## src/rtl/core_types_pkg.sv

```systemverilog
// Shared core type definitions.
// alu_op_t: integer ALU operation encoding used by every ALU requester.
// Encodings 10..15 are unassigned; the ALU returns 0 for them.
package core_types_pkg;

  typedef enum logic [3:0] {
    ALU_ADD  = 4'd0,
    ALU_SUB  = 4'd1,
    ALU_AND  = 4'd2,
    ALU_OR   = 4'd3,
    ALU_XOR  = 4'd4,
    ALU_SLL  = 4'd5,
    ALU_SRL  = 4'd6,
    ALU_SRA  = 4'd7,
    ALU_SLT  = 4'd8,
    ALU_SLTU = 4'd9
  } alu_op_t;

endpackage

```

## src/rtl/alu_share_arbiter.sv

```systemverilog
// alu_share_arbiter: one integer ALU shared round-robin between NUM_REQ
// requesters, each with a valid/ready request and valid/ready response
// channel. One operation in flight at a time; result registered before return.
//
// Build option: define ALU_SHARE_ARBITER_FAST_EN to drop the EXEC state and
// the operand registers (ALU fed straight from the granted requester, result
// captured at accept, 1-cycle latency). Default build: IDLE -> EXEC -> RESP.
//
// Ports:
//   clk            core clock, rising edge
//   rst            asynchronous active-high reset
//   req_valid_i    per-requester request valid
//   req_ready_o    per-requester request accept (at most one bit set)
//   req_op1_i      per-requester operand 1 (32 bit)
//   req_op2_i      per-requester operand 2 (32 bit)
//   req_alu_op_i   per-requester ALU operation
//   resp_valid_o   one-hot response valid for the owning requester
//   resp_ready_i   per-requester response accept (only owner's bit matters)
//   resp_data_o    shared result bus, valid while a resp_valid_o bit is set
//   busy_o         high whenever the FSM is not IDLE
module alu_share_arbiter #(
  parameter int NUM_REQ = 2,
  parameter int IDX_W   = $clog2(NUM_REQ)
) (
  input  logic                                clk,
  input  logic                                rst,
  input  logic [NUM_REQ-1:0]                  req_valid_i,
  output logic [NUM_REQ-1:0]                  req_ready_o,
  input  logic [NUM_REQ-1:0][31:0]            req_op1_i,
  input  logic [NUM_REQ-1:0][31:0]            req_op2_i,
  input  core_types_pkg::alu_op_t [NUM_REQ-1:0] req_alu_op_i,
  output logic [NUM_REQ-1:0]                  resp_valid_o,
  input  logic [NUM_REQ-1:0]                  resp_ready_i,
  output logic [31:0]                         resp_data_o,
  output logic                                busy_o
);
  import core_types_pkg::*;

`ifdef ALU_SHARE_ARBITER_FAST_EN
  typedef enum logic [1:0] {IDLE, RESP} state_t;
`else
  typedef enum logic [1:0] {IDLE, EXEC, RESP} state_t;
`endif

  state_t           state_q;
  logic [IDX_W-1:0] rr_ptr_q;
  logic [IDX_W-1:0] owner_q;
  logic [31:0]      result_q;

  logic [IDX_W-1:0] cand;
  logic [IDX_W-1:0] grant_idx;
  logic             grant_found;
  logic             accept;
  logic             resp_hs;
  logic [IDX_W-1:0] rr_ptr_d;
  logic [31:0]      alu_a;
  logic [31:0]      alu_b;
  alu_op_t          alu_op;
  logic [31:0]      alu_res;

`ifndef ALU_SHARE_ARBITER_FAST_EN
  logic [31:0]      op1_q;
  logic [31:0]      op2_q;
  alu_op_t          op_q;
`endif

  function automatic logic [31:0] alu_f(alu_op_t op, logic [31:0] a, logic [31:0] b);
    case (op)
      ALU_ADD:  return a + b;
      ALU_SUB:  return a - b;
      ALU_AND:  return a & b;
      ALU_OR:   return a | b;
      ALU_XOR:  return a ^ b;
      ALU_SLL:  return a << b[4:0];
      ALU_SRL:  return a >> b[4:0];
      ALU_SRA:  return $signed(a) >>> b[4:0];
      ALU_SLT:  return {31'b0, $signed(a) < $signed(b)};
      ALU_SLTU: return {31'b0, a < b};
      default:  return '0;
    endcase
  endfunction

  // Round-robin scan starting at rr_ptr_q; first valid requester wins.
  always_comb begin
    grant_found = 1'b0;
    grant_idx   = '0;
    cand        = '0;
    for (int unsigned k = 0; k < 32'(NUM_REQ); k++) begin
      cand = IDX_W'((32'(rr_ptr_q) + k) % 32'(NUM_REQ));
      if (!grant_found && req_valid_i[cand]) begin
        grant_found = 1'b1;
        grant_idx   = cand;
      end
    end
  end

  // Ready is held low while reset is asserted so all outputs read 0 in reset.
  always_comb begin
    req_ready_o = '0;
    if (state_q == IDLE && grant_found && !rst)
      req_ready_o[grant_idx] = 1'b1;
  end

  always_comb begin
    resp_valid_o = '0;
    if (state_q == RESP)
      resp_valid_o[owner_q] = 1'b1;
  end

  assign accept      = |(req_valid_i & req_ready_o);
  assign resp_hs     = (state_q == RESP) && resp_ready_i[owner_q];
  assign rr_ptr_d    = (grant_idx == IDX_W'(NUM_REQ - 1)) ? '0 : grant_idx + 1'b1;
  assign resp_data_o = result_q;
  assign busy_o      = (state_q != IDLE);

`ifdef ALU_SHARE_ARBITER_FAST_EN
  assign alu_a  = req_op1_i[grant_idx];
  assign alu_b  = req_op2_i[grant_idx];
  assign alu_op = req_alu_op_i[grant_idx];
`else
  assign alu_a  = op1_q;
  assign alu_b  = op2_q;
  assign alu_op = op_q;
`endif

  assign alu_res = alu_f(alu_op, alu_a, alu_b);

  always_ff @(posedge clk or posedge rst) begin
    if (rst) begin
      state_q  <= IDLE;
      rr_ptr_q <= '0;
      owner_q  <= '0;
      result_q <= '0;
`ifndef ALU_SHARE_ARBITER_FAST_EN
      op1_q    <= '0;
      op2_q    <= '0;
      op_q     <= ALU_ADD;
`endif
    end else begin
      case (state_q)
        IDLE: begin
          if (accept) begin
            owner_q  <= grant_idx;
            rr_ptr_q <= rr_ptr_d;
`ifdef ALU_SHARE_ARBITER_FAST_EN
            result_q <= alu_res;
            state_q  <= RESP;
`else
            op1_q    <= req_op1_i[grant_idx];
            op2_q    <= req_op2_i[grant_idx];
            op_q     <= req_alu_op_i[grant_idx];
            state_q  <= EXEC;
`endif
          end
        end
`ifndef ALU_SHARE_ARBITER_FAST_EN
        EXEC: begin
          result_q <= alu_res;
          state_q  <= RESP;
        end
`endif
        RESP: begin
          if (resp_hs)
            state_q <= IDLE;
        end
        default: state_q <= IDLE;
      endcase
    end
  end

endmodule

```

## config.mk

```make
export PLATFORM = sky130hd
export DESIGN_NAME = alu_share_arbiter
export DESIGN_NICKNAME = d
export VERILOG_FILES = /design/src/rtl/core_types_pkg.sv /design/src/rtl/alu_share_arbiter.sv
export SDC_FILE = /design/constraint.sdc
export NUM_CORES = 1
export LEC_CHECK = 0
export CORE_UTILIZATION = 53
export DETAILED_ROUTE_END_ITERATION = 10
export PLACE_DENSITY_LB_ADDON = 0.12
export SYNTH_ARGS = -nofsm -noshare
export SYNTH_HDL_FRONTEND = slang
export SYNTH_SLANG_ARGS = --single-unit
```

## constraint.sdc

```tcl
create_clock -name clk -period 5.23 [get_ports clk]
set_clock_uncertainty 0.15 [all_clocks]
set_input_delay 0.7845 -clock clk [delete_from_list [all_inputs] [get_ports clk]]
set_output_delay 0.7845 -clock clk [all_outputs]
set_load 0.02 [all_outputs]
```

# After elaboration in Yosys (flattened, before gate mapping)
# Cells that the tools add are included.
# classes
addsub	4
multipliers	0
shift	3
muxes	27
n_reduce_logical	14
order_cmp	8
bitwise_logic	4
eq_ne	13
div	0
# ops
operator	count
32-bit one-hot mux with 10 select lines	1
32-bit two-way mux	4
32-bit less-than comparator	2
32-bit adder	1
32-bit bitwise AND	1
32-bit bitwise OR	1
32-bit by 5-bit << shifter with 32-bit output	1
32-bit by 5-bit >> shifter with 32-bit output	1
32-bit by 5-bit >>> shifter with 32-bit output	1
32-bit subtractor	1
32-bit XOR	1
4-bit by 3-bit equality test with 1-bit output (second input constant)	4
1-bit two-way mux	13
4-bit by 2-bit equality test with 1-bit output (second input constant)	2
4-bit equality test (second input constant)	2
1-bit by 2-bit less-than comparator with 1-bit output (second input constant)	4
2-bit two-way mux	4
4-bit two-way mux	2
1-bit logical AND	6
2-bit one-hot mux with 3 select lines	1
4-bit by 1-bit equality test with 1-bit output (second input constant)	1
4-bit zero test	1
2-bit != test (second input constant)	2
2-bit AND reduction	2
other kinds (10)	14
# totals
elab_cells	80
register_bits	104
latchBits	0
memories	0
output_inout_bits	37
ramBits	0
romBits	0
inputBits	142

# Logic depth before layout (Yosys ltp)
# Gate-level depths: netlist (run 1).
# depth
word_depth	15
ltp_mapped	15
ltp_nobuf	12

# Least setup slack after synthesis (run 1)
# Ideal clock, no wire load.
# synth_timing
kind	flip-flop to flip-flop
start	register op2_q[2], in the netlist alu_b[2]
end	register result_q[0], in the netlist resp_data_o[0]
stages_incl_launch_ff	15
setup_slack_ps	1397
setup_time_ps	136
required_time_ps	4944
period_less_slack_ps	3833
n_path_buf	3
t_arrival_ps	3547
cell_sequence	dfrtp_1 buf_2 inv_2 buf_1 clkbuf_1 ha_1 o21ba_2 or4_1 a21oi_1 a211oi_2 a21oi_2 a311oi_2 o211a_1 o311ai_1 nand3_1
# synth_via
elab_chain_cells	2
elab_cells_between_ends	6
cone_classes	order compare: 2; shift: 3; mux: 1
# synth_lines
element	line_no	text
start: declaration	alu_share_arbiter.sv:63	logic [31:0] op2_q;
start signal: assignment	alu_share_arbiter.sv:150	op2_q <= req_op2_i[grant_idx];
32-bit less-than comparator (tied with other cells)	alu_share_arbiter.sv:78	ALU_SLTU: return {31'b0, a < b};
32-bit one-hot mux with 10 select lines *	alu_share_arbiter.sv:68	case (op)
end signal: assignment	alu_share_arbiter.sv:158	result_q <= alu_res;
end: declaration	alu_share_arbiter.sv:48	logic [31:0] result_q;
# Every way passes the cells marked *; elsewhere a longest branch is shown, timed or not.
# A chain may end at the register's enable or synchronous reset.

# Worst setup path after layout (run 1)
# layout_timing
start	register op2_q[0], in the netlist alu_b[0]
end	register result_q[26], in the netlist resp_data_o[26]
# layout_via
elab_chain_cells	2
elab_cells_between_ends	6
cone_classes	add/sub: 2; shift: 3; mux: 1
# layout_lines
element	line_no	text
32-bit subtractor (tied with other cells)	alu_share_arbiter.sv:70	ALU_SUB: return a - b;
32-bit one-hot mux with 10 select lines *	alu_share_arbiter.sv:68	
# Marked as above.

==> results of run 1 <==
cells by family (layout without fill, tap and decap cells):
| group | count (synthesis) | count (layout) | share of synthesized area |
|---|---|---|---|
| AO/OA/AOI/OAI | 573 | 573 | 0.281 |
| AND/OR/NAND/NOR | 494 | 494 | 0.162 |
| buffers and inverters | 240 | 338 | 0.0734 |
| multiplexers | 179 | 179 | 0.185 |
| flip-flops | 104 | 104 | 0.195 |
| adder cells (fa/ha/maj) | 100 | 100 | 0.0948 |
| XOR/XNOR | 15 | 15 | 0.00984 |
per-stage QoR:
stage          setup slack [ns]  hold slack, ns  cells   util
3_3_place_gp               1.41           0.310   2111  0.624
4_1_cts                    1.38           0.338   2127  0.636
6_report                   1.28           0.332   2127  0.636
2_1_floorplan              1.40           0.311   1705      -
3_5_place_dp               1.39           0.320   2111  0.624
5_1_grt                    1.22           0.371   2127  0.636
state kept, by name, summed over array words and instances, names as in the netlist:
signal / cells
alu_op: 4
alu_a: 32
state_q: 2
resp_data_o: 32
owner_q: 1
alu_b: 32
rr_ptr_q: 1
cells in the final DEF (no fill, tap or decap), types with 20 or more instances in the layout:
master             n
ha_1              98
o211ai_1          22
a21oi_1          127
nand2_1          220
nor3_1            27
clkdlybuf4s50_1  178
a221oi_1          32
mux2i_1          115
nor2_1           144
buf_4             45
dfrtp_1          101
mux4_2            53
o21ai_0          178
a211oi_1          20
inv_1             93
nand3_1           25
layout make-up:
| type | count | area (sq um) |
|---|---|---|
| clock buffer | 9 | 225 |
| inverter | 99 | 374 |
| sequential | 104 | 2610 |
| multi-input combinational | 1361 | 9800 |
| clock inverter | 7 | 72.6 |
| fill | 2221 | 8930 |
| tap | 324 | 405 |
| timing repair buffer | 223 | 2120 |
worst max-delay path, cell delays in order, from the launching register on:
cell	delay, ns
dfrtp_2	0.55
buf_4	0.40
mux4_2	0.58
o21ai_0	0.33
o22ai_1	0.30
o32ai_1	0.68
o2111ai_1	0.26
a41o_1	0.28
o31a_1	0.28
worst max-delay path by stage:
stage	startpoint	endpoint	slack, ns	cells past startpoint
after global placement	alu_b[0]	resp_data_o[26]	1.41	8
after CTS	alu_b[0]	resp_data_o[26]	1.38	8
after detailed placement	alu_b[0]	resp_data_o[26]	1.39	8
after floorplan	alu_b[2]	resp_data_o[0]	1.40	14
final	alu_b[0]	resp_data_o[26]	1.28	8
after global routing	alu_a[0]	resp_data_o[0]	1.22	12
routing by layer:
layer | vias up | routed length (um) | GRT usage
li1 | 6448 | - | -
met2 | 1088 | 22100 | 0.592
met1 | 6838 | 20800 | 0.561
met5 | - | 0 | 0
met3 | 164 | 8080 | 0.145
met4 | 0 | 2210 | 0.158
==> results.yml, run 1 <==
synthesis:
  yosysMostFrequentCell: "nand2_1"
  ys_seq_elements: 104
  synthTopCellsByCount: "220 x nand2_1, 179 x o21ai_0, 144 x nor2_1"
  synthCells: 1705
  yosysTopAreaCellShare: 0.195
  async_flop_share: 1.00
  netlist_area_sq_um: 13400
  ys_seq_area_frac: 0.195
  synth_edf_count: 0
  ys_dominant_reg_cell: "dfrtp_1"
  synth.avg_cell_area_sq_um: 7.83
  yosys.area.top_type: "dfrtp_1"
  synthTopCellsByArea: "dfrtp_1 19%, ha_1 9.2%, mux4_2 8.9%"
  yosysWarnings: 0
  ys_types: 82
  syn-num-nets: 1947
min_path:
  min_to: "resp_data_o[1]"
  hp-start: "resp_data_o[1]"
  min_path_cells: 2
  hp-class: "register to register"
routing:
  wl_mm: 53.3
  wire_per_inst_um: 25.0
  viasPerCell: 6.83
  remaining_drc_errors: 0
  vias: 14500
  drt_iter0_drc: 2199
  drtPass1Iterations: 7
  ant_nets: 0
grt:
  grt_use_total: 0.411
  grt_pass1_wl_mm: 81.2
  antenna_found_initial: 0
  grt_max_degree: 84
  grt-ovfl-total: 0
  first_global_vias: 13600
sta:
  fin_setup_tns_ns: 0
  final-setup-viol-count: 0
  worst_slew_margin_rel: 0.187
  min_period_ns: 3.95
  finalCritPeriodShare: 0.755
  fmax_ghz: 0.253
  worst_slew_pin_slew_ns: 1.22
  finalHoldViolations: 0
  maxSlewViolCount: 0
  rsz0062_at_grt: "false"
critical_path:
  path_class: "register to register"
  reg2reg_setup_slack_ns: 1.28
  reg2reg_from: "alu_b[0]"
  cp-start-kind: "register"
  r2r-end: "resp_data_o[26]"
  critPathMaxFanout: 24
  endpoint_kind: "register"
  rr_worst_depth: 8
  arrival_ns: 4.06
  worst_ep_required_time_ns: 5.34
placed_design:
  dpl.hpwl_mm: 40.4
  post_dp_cell_area_sq_um: 15300
  routabilityCongestion: 1.05
  portBuffers: 178
flow_run:
  timing.max_cap.violations: 0
clock_tree:
  cts_buffers: 9
  hold_buffers: 0
  clockRootBuffer: "clkbuf_16"
  cts.path.max_buffers: 2
  cts_tree: "done"
  clkSlewWorstSetupHoldPaths_ns: 0.08
  htreeDepth: 3
  clock_latency_ns: 0.37
  post_cts_buffers: 0
  clock_sinks: 104
  cts_resized: 0
cells_and_area:
  finalInstanceArea_sq_um: 15600
  synthToLayoutAreaGrowth_pct: 16.9
  nets: 2040
  drive_gt1_frac: 0.0871
  diodes: 0
die:
  die_h_um: 161
  start_util: 0.544
  dieArea_sq_um: 25800
  coreArea_sq_um: 24500
  rows: 57
  io_pins: 179
  die_x_um: 161
run_status:
  status: "finished, final reports clean"
Power of run 1 is left out: the tool's default activity adds up to more than one toggle a clock period on the data nets, which glitch-free logic cannot reach.
==> run 2, diff against run 1 <==
Clock period 5.23 ns to 3.9 ns, I/O delays scaled along.
==> run 2 against run 1 <==
Effect of this change:
- worst setup slack got worse by 1.0 ns
- count of clock-buffer cells in the layout rose by 1
- first-iteration DRC count increased by 3.6%
- global-route usage up 2.0 points
- die area is the same
- critical endpoint is now resp_data_o[0]
- register-to-register slack worse by 1.0 ns
- routed wire length increased by 4.7%
- final cell count rose by 1.6%
- sequential share of layout area down 0.33 points
- fmax increased by 7.7%
- non-clock buffer count rose by 34
- highest routed layer is now met5
- design area up 2.0%
- critical path type unchanged
==> results.yml, run 2 (same netlist as run 1, synthesis figures left out) <==
cells_and_area:
  finalNonFillerCells: 2161
  final_common_cell: "nand2_1"
  fill_cells: 2144
  nets: 2074
  utilization: 0.649
  synthToLayoutAreaGrowth_pct: 19.3
  drive_gt1_frac: 0.104
  final_cell_mix: "220 x nand2_1, 178 x o21ai_0, 178 x clkdlybuf4s50_1"
  diodes: 0
sta:
  finalHoldViolations: 0
  maxSlewViolCount: 0
  fin_setup_tns_ns: 0
  worst_slew_pin_slew_ns: 0.854
  min_period_ns: 3.67
  worst_slew_margin_rel: 0.429
  rsz0062_at_grt: "false"
  final-setup-viol-count: 0
  timing.hold.ws_ns: 0.335
  finalCritPeriodShare: 0.940
  fmax_ghz: 0.273
clock_tree:
  cts.path.max_buffers: 2
  clockRootBuffer: "clkbuf_16"
  hold_buffers: 0
  clkSlewWorstSetupHoldPaths_ns: 0.09
  clock_sinks: 104
  clock_latency_ns: 0.37
  cts_buffers: 9
  htreeDepth: 3
  cts_tree: "done"
critical_path:
  cpMaxStageDelayCell: "fa_1"
  critPathMaxFanout: 8
  worst_ep_required_time_ns: 4.01
  endpoint_kind: "register"
  cp-start-kind: "register"
  worst-path-buf-inv: 1
  arrival_ns: 3.77
  reg2reg_from: "alu_a[1]"
  path_delay_family: "compound AO/OA/AOI/OAI gates"
  path_cells: "inv_1, fa_1, o21ba_2, or4_1, a21oi_1, a211oi_2, a21oi_2, a311oi_2, o211a_1, o311ai_1, nand3_1"
  max_stage_delay_ns: 0.50
  crit_start: "alu_a[1]"
  path_class: "register to register"
routing:
  ant_nets: 0
  vias: 14900
  wire_per_inst_um: 25.8
  drt_iter0_drc: 2279
  remaining_drc_errors: 0
  drtPass1Iterations: 7
  viasPerCell: 6.91
  wl_mm: 55.8
grt:
  antenna_found_initial: 1
  grt-ovfl-total: 0
  grt_use_total: 0.431
  first_global_vias: 14000
  grt_max_degree: 80
  grt_pass1_wl_mm: 84.6
placed_design:
  dp_cells: 2145
  portBuffers: 178
  routabilityCongestion: 1.08
  dpl.hpwl_mm: 42.6
run_status:
  status: "finished, final reports clean"
die:
  coreArea_sq_um: 24500
  dieArea_sq_um: 25800
  rows: 57
  die_x_um: 161
  die_h_um: 161
  start_util: 0.544
  io_pins: 179
min_path:
  hp-start: "resp_data_o[17]"
  hp-class: "register to register"
flow_run:
  timing.max_cap.violations: 0
run 2: cell types whose count changed in the layout (fill, tap and decap cells not counted):
| cell | delta |
|---|---|
| nor4_2 | -1 |
| a2111oi_0 | -1 |
| nor4_4 | +1 |
| inv_6 | +1 |
| a2111oi_1 | +1 |
| clkbuf_8 | +1 |
| clkinv_4 | -1 |
| buf_12 | +5 |
| inv_8 | -1 |
| clkinv_2 | +1 |
| clkinv_8 | -1 |
| buf_4 | +29 |
run 2: repair_timing:
action                                  4_1_cts  5_1_grt
gates resized for setup                       0        1
buffers inserted                              0        0
hold endpoints to repair                      0        0
endpoints found under the setup margin        0        1
run 2: per-stage QoR:
stage	area [sq um]	setup WS, ns
2_1_floorplan	13400	0.0667
3_3_place_gp	15600	0.457
3_5_place_dp	15600	0.341
4_1_cts	15900	0.332
5_1_grt	15900	0.0182
6_report	15900	0.232
run 2: metal layers:
layer  routed length, um  GRT usage
met3                8370      0.126
met1               21900      0.604
met5                  13          0
met2               23200      0.628
met4                2260      0.151
run 2: worst min-delay path: stages (launching register included):
cell and delay (ns):
dfrtp_1 0.34, nand2_1 0.05, o21ai_0 0.06
run 2: worst paths after layout:
| kind | to | slack (ns) | cells past startpoint |
|---|---|---|---|
| worst max-delay path | resp_data_o[0] | 0.23 | 11 |
| worst min-delay path | resp_data_o[17] | 0.34 | 2 |
| worst max register to register | resp_data_o[0] | 0.23 | 11 |
| worst min register to register | resp_data_o[17] | 0.34 | 2 |
| max in group asynchronous | resp_data_o[4] | 2.31 | 3 |
| min in group asynchronous | alu_a[15] | 0.52 | 2 |
run 2: final cells by class:
type / instances / area (sq um) / share of cell area
clock buffers: 10 / 239 / 0.0150
clock inverters: 6 / 50.0 / 0.00314
inverters: 99 / 374 / 0.0235
multi-input cells: 1361 / 9810 / 0.616
flip-flops and latches: 104 / 2610 / 0.164
well taps: 324 / 405 / 0.0255
repair buffers: 257 / 2440 / 0.153
Power of run 2 is left out for the same reason.
